<file path="config.mk">
export PLATFORM = sky130hd
export DESIGN_NAME = alu_control_pipe
export DESIGN_NICKNAME = d
export VERILOG_FILES = /design/src/rtl/alu_control_pipe.sv
export SDC_FILE = /design/constraint.sdc
export NUM_CORES = 1
export LEC_CHECK = 0
export CORE_MARGIN = 3
export CORE_UTILIZATION = 45
export DETAILED_ROUTE_END_ITERATION = 10
export PLACE_DENSITY = 0.83
export SLEW_MARGIN = 20
export SYNTH_ARGS = -nofsm -noshare
export SYNTH_HDL_FRONTEND = slang
export SYNTH_SLANG_ARGS = --single-unit
</file>
<file path="constraint.sdc">
create_clock -name clk -period 1.75 [get_ports clk]
set_input_delay 0.35 -clock clk [delete_from_list [all_inputs] [get_ports clk]]
set_output_delay 0.35 -clock clk [all_outputs]
set_load 0.05 [all_outputs]
</file>
<file path="src/rtl/alu_control_pipe.sv">
`timescale 1ns/1ps
`default_nettype none
// ------------------------------------------------------------------------------------------
// alu_control_pipe - registered ALU control decoder, valid/ready, 2-entry skid, error counter
// Optional feature macro: ALU_CTRL_SHIFT_EN (sll/srl decode).            Rev 1.0
// ------------------------------------------------------------------------------------------
module alu_control_pipe #(
  parameter int CTRL_W    = 4,
  parameter int FUNCT_W   = 6,
  parameter int ERR_CNT_W = 8
) (
  input  logic                 clk,
  input  logic                 rst,
  input  logic                 in_valid,
  output logic                 in_ready,
  input  logic [2:0]           alu_op,
  input  logic [FUNCT_W-1:0]   funct,
  output logic                 out_valid,
  input  logic                 out_ready,
  output logic [CTRL_W-1:0]    alu_ctrl,
  output logic                 illegal,
  output logic [ERR_CNT_W-1:0] err_count
);

  typedef enum logic [1:0] {
    EMPTY = 2'd0,
    ONE   = 2'd1,
    TWO   = 2'd2
  } state_t;

  state_t     state;
  logic [3:0] main_ctrl;
  logic       main_ill;
  logic [3:0] skid_ctrl;
  logic       skid_ill;
  logic [3:0] dec_ctrl;
  logic       dec_ill;
  logic       funct_hi;
  logic       acc;
  logic       drn;

  assign acc = in_valid & in_ready;
  assign drn = out_valid & out_ready;

  // Any set funct bit above the architectural 6 makes an R-type op undecodable.
  generate
    if (FUNCT_W > 6) begin : g_funct_hi
      assign funct_hi = |funct[FUNCT_W-1:6];
    end else begin : g_funct_nohi
      assign funct_hi = 1'b0;
    end
  endgenerate

  always_comb begin
    {dec_ill, dec_ctrl} = 5'b1_1111;
    case (alu_op)
      3'b000: {dec_ill, dec_ctrl} = 5'b0_0010;
      3'b001: {dec_ill, dec_ctrl} = 5'b0_0110;
      3'b011: {dec_ill, dec_ctrl} = 5'b0_0000;
      3'b100: {dec_ill, dec_ctrl} = 5'b0_0001;
      3'b101: {dec_ill, dec_ctrl} = 5'b0_0111;
      3'b010: begin
        if (!funct_hi) begin
          case (funct[5:0])
            6'b100000: {dec_ill, dec_ctrl} = 5'b0_0010;
            6'b100010: {dec_ill, dec_ctrl} = 5'b0_0110;
            6'b100100: {dec_ill, dec_ctrl} = 5'b0_0000;
            6'b100101: {dec_ill, dec_ctrl} = 5'b0_0001;
            6'b101010: {dec_ill, dec_ctrl} = 5'b0_0111;
            6'b100110: {dec_ill, dec_ctrl} = 5'b0_0011;
            6'b100111: {dec_ill, dec_ctrl} = 5'b0_1100;
`ifdef ALU_CTRL_SHIFT_EN
            6'b000000: {dec_ill, dec_ctrl} = 5'b0_1000;
            6'b000010: {dec_ill, dec_ctrl} = 5'b0_1001;
`endif
            default:   {dec_ill, dec_ctrl} = 5'b1_1111;
          endcase
        end
      end
      default: {dec_ill, dec_ctrl} = 5'b1_1111;
    endcase
  end

  // out_valid and in_ready are registered alongside the state so neither depends
  // combinationally on out_ready.
  always_ff @(posedge clk or negedge rst) begin
    if (!rst) begin
      state     <= EMPTY;
      out_valid <= 1'b0;
      in_ready  <= 1'b1;
      main_ctrl <= 4'b0000;
      main_ill  <= 1'b0;
      skid_ctrl <= 4'b0000;
      skid_ill  <= 1'b0;
      err_count <= '0;
    end else begin
      case (state)
        EMPTY: begin
          if (acc) begin
            state     <= ONE;
            main_ctrl <= dec_ctrl;
            main_ill  <= dec_ill;
            out_valid <= 1'b1;
          end
        end
        ONE: begin
          if (acc && !drn) begin
            state     <= TWO;
            skid_ctrl <= dec_ctrl;
            skid_ill  <= dec_ill;
            in_ready  <= 1'b0;
          end else if (!acc && drn) begin
            state     <= EMPTY;
            out_valid <= 1'b0;
          end else if (acc && drn) begin
            main_ctrl <= dec_ctrl;
            main_ill  <= dec_ill;
          end
        end
        TWO: begin
          if (drn) begin
            state     <= ONE;
            main_ctrl <= skid_ctrl;
            main_ill  <= skid_ill;
            in_ready  <= 1'b1;
          end
        end
        default: begin
          state     <= EMPTY;
          out_valid <= 1'b0;
          in_ready  <= 1'b1;
        end
      endcase
      if (acc && dec_ill && (err_count != {ERR_CNT_W{1'b1}})) begin
        err_count <= err_count + ERR_CNT_W'(1);
      end
    end
  end

  assign alu_ctrl = CTRL_W'(main_ctrl);
  assign illegal  = main_ill;

endmodule
`default_nettype wire

</file>
==> flow_metrics.env, run 1 <==
export IMPL_grt_usage_pct=19.6
export IMPL_clk_path_buf_depth=2
export IMPL_htreeDepth=1
export IMPL_first_global_vias=1196
export IMPL_cts_made_buffers=3
export IMPL_crit_type="reg -> reg"
export IMPL_drt_initial_drc_count=37
export IMPL_viasPerCell=5.42
export IMPL_clock_latency_ps=310
export IMPL_rsz0062_at_grt="yes"
export IMPL_powerDensity_nw_per_um2=911
export IMPL_cts_root_buf="clkbuf_4"
export IMPL_critPathSlowestCell="dfstp_2"
export IMPL_required_ps=1950
export IMPL_route_detailed_drc=0
export IMPL_drt_pass1_iterations=4
export IMPL_final_layout_size_suffix_gt1_share_pct=38.9
export IMPL_r2r_end="alu_ctrl[3]"
export IMPL_cap_violations=0
export IMPL_total_power_mw=1.68
export IMPL_power_leakage_nw=0.871
export IMPL_io_pins=28
export IMPL_period_needed_ps=1750
export IMPL_timing_rr_start="in_ready"
export IMPL_routed_wl_microns=3130
export IMPL_hp_class="in -> async"
export IMPL_port_buffers=27
export IMPL_synth_cell_type_count=42
export IMPL_place_hpwl_microns=2410
export IMPL_synthesis_nets=149
export IMPL_path_buf_inv=0
export IMPL_core_area_sq_um=2570
export IMPL_synth_edf_count=0
export IMPL_grt_max_degree=23
export IMPL_antenna_found_initial=0
export IMPL_cts_tree="done"
export IMPL_antennaDiodeCount=0
export IMPL_fin_cells=215
export IMPL_arrival_ps=1950
export IMPL_tightest_slew_ps=422
export IMPL_final_nets=203
export IMPL_cts_setup_buffers=0
export IMPL_cp_max_fo=6
export IMPL_path_depth=6
export IMPL_fin_skew_ps=4.56
export IMPL_critPathMaxStageDelay_ps=580
export IMPL_globalplace_congestion=0.907
export IMPL_yosysWarnings=0
export IMPL_fin_hold_ws_ps=374
export IMPL_clock_sinks=22
export IMPL_syn2layout_area_growth_pct=45.6
export IMPL_final_hold_violation_count=0
export IMPL_placed_area_sq_um=1750
export IMPL_cp_cell_sequence="nand2_4, ha_4, nor2_4, a31oi_4, o22ai_4, mux2_4"
export IMPL_placed_cells=211
export IMPL_synth_seq_cells=22
export IMPL_cts_hold_buf=0
export IMPL_fin_crit_sh_pct=99.8
export IMPL_max_slew_margin_pct=71.9
export IMPL_start_util_pct=49.2
export IMPL_setup_slack_ps=2.84
export IMPL_r2r_slack_ps=3
export IMPL_fmaxAchievable_ghz=0.572
export IMPL_utilization_pct=71.6
export IMPL_design_area_sq_um=1840
export IMPL_yosys_most_used_dff="dfrtp_1"
export IMPL_dp_slack_ps=-342
export IMPL_start_kind="flip-flop"
export IMPL_die_w_microns=59.0
export IMPL_syn_area_sq_um=1260
export IMPL_clk_pin_slew_ps=120
export IMPL_die_y_microns=59.0
export IMPL_synthCells=132
export IMPL_reg2reg_depth=6
export IMPL_ys_async_sr_fraction_pct=100
export IMPL_final_antenna_net_count=0
export IMPL_vias=1165
export IMPL_wl_per_cell_microns=14.5
export IMPL_drv_slew=0
export IMPL_ys_seq_area_share_pct=43.7
export IMPL_tns_ps=0
export IMPL_peakVddDrop_v=0.00114
export IMPL_cp_top_family="flip-flops"
export IMPL_grt_pass1_wl_microns=5260
export IMPL_status="complete, no violations"
export IMPL_avgSynthCellArea_sq_um=9.56
export IMPL_die_area_sq_um=3480
export IMPL_setup_viol=0
export IMPL_gr_total_overflow=0
export IMPL_rows=18
export IMPL_endpoint_kind="flip-flop"
-- how the worst max path moves through the flow --
stage | startpoint | end | slack, ps
after global placement | out_ready | alu_ctrl[3] | -280
final | in_ready | alu_ctrl[3] | 3
after detailed placement | out_ready | alu_ctrl[3] | -340
after floorplan | in_ready | alu_ctrl[0] | -160
after CTS | in_ready | skid_ctrl[2] | 7
after global routing | funct[5] | alu_ctrl[0] | -60
-- layer usage --
metal	routed length, microns	up-vias	GRT usage (%)	share of wire (%)
met5	0	-	0	0
met4	32	0	5.50	1.0
met3	140	4	5.26	4.5
met2	1650	32	34.9	53
met1	1310	555	23.1	42
li1	-	574	-	-
-- cells in the mapped netlist, types with 2 or more instances --
cell type	number	share of area, %
dfrtp_1	21	42
nand2_1	15	4.5
a21oi_1	10	4.0
nor2_1	8	2.4
o21ai_0	8	3.2
xor2_1	7	4.9
inv_1	5	1.5
nand2b_1	5	2.5
nor3_1	5	2.0
ha_1	4	4.0
nand3_1	4	1.6
mux2_4	3	3.6
nor2b_1	3	1.5
o22ai_1	3	1.5
a31oi_1	2	0.99
and3_2	2	1.2
o211ai_1	2	1.2
-- placed cells by master, fill, tap and decap left out, drive strengths merged, types with 4 or more instances in the layout --
master	instances
buf	39
dfrtp	21
nand2	15
a21oi	11
o21ai	11
clkdlybuf4s50	10
nor2	9
xor2	7
inv	6
nand2b	5
nor3	5
nand3	4
o22ai	4
clkbuf	4
ha	4
-- state kept, by name, indices dropped and copies added (netlist names) --
name,cells
err_count,8
in_ready,1
skid_ctrl,4
alu_ctrl,4
out_valid,1
illegal,1
skid_ill,1
state,2
-- report_power, final --
group | switching, mW | total [mW] | internal [mW]
clock | 0.154 | 0.281 | 0.127
combinational | 0.427 | 0.688 | 0.261
sequential | 0.0842 | 0.706 | 0.622
-- worst reg2reg max path, cell delays in order, from the launching register on --
cell     delay, ps
dfstp_2        580
nand2_4         70
ha_4           180
nor2_4         100
a31oi_4        100
o22ai_4        280
mux2_4         330
-- timing repair --
| action | in CTS | in global routing |
|---|---|---|
| gates resized for setup | 0 | 14 |
| pin swaps | 1 | 6 |
| endpoints found under the hold margin | 0 | 0 |
| gates cloned | 0 | 0 |
| setup endpoints to repair | 2 | 11 |
-- area by class of cell --
type	count	area [sq um]
multi-input cells	102	737
fillers	184	729
flip-flops and latches	22	556
repair buffers	51	447
well taps	30	37.5
clock buffers	4	36.3
inverters	6	25.0
-- cell families after synthesis --
logic type	synth area share (%)
compound gates	20.3
xor+xnor	4.86
fa+ha+maj	3.96
buf+inv	2.48
flops	43.7
mux	3.57
simple gates	21.1
No activity file was read; power rests on OpenSTA's default activity.
==> run 2, diff against run 1 <==
CTS_CLUSTER_DIAMETER = 60   (was default)
==> results of run 2 <==
The final DEF is identical to that of run 1; final timing and power are the same.
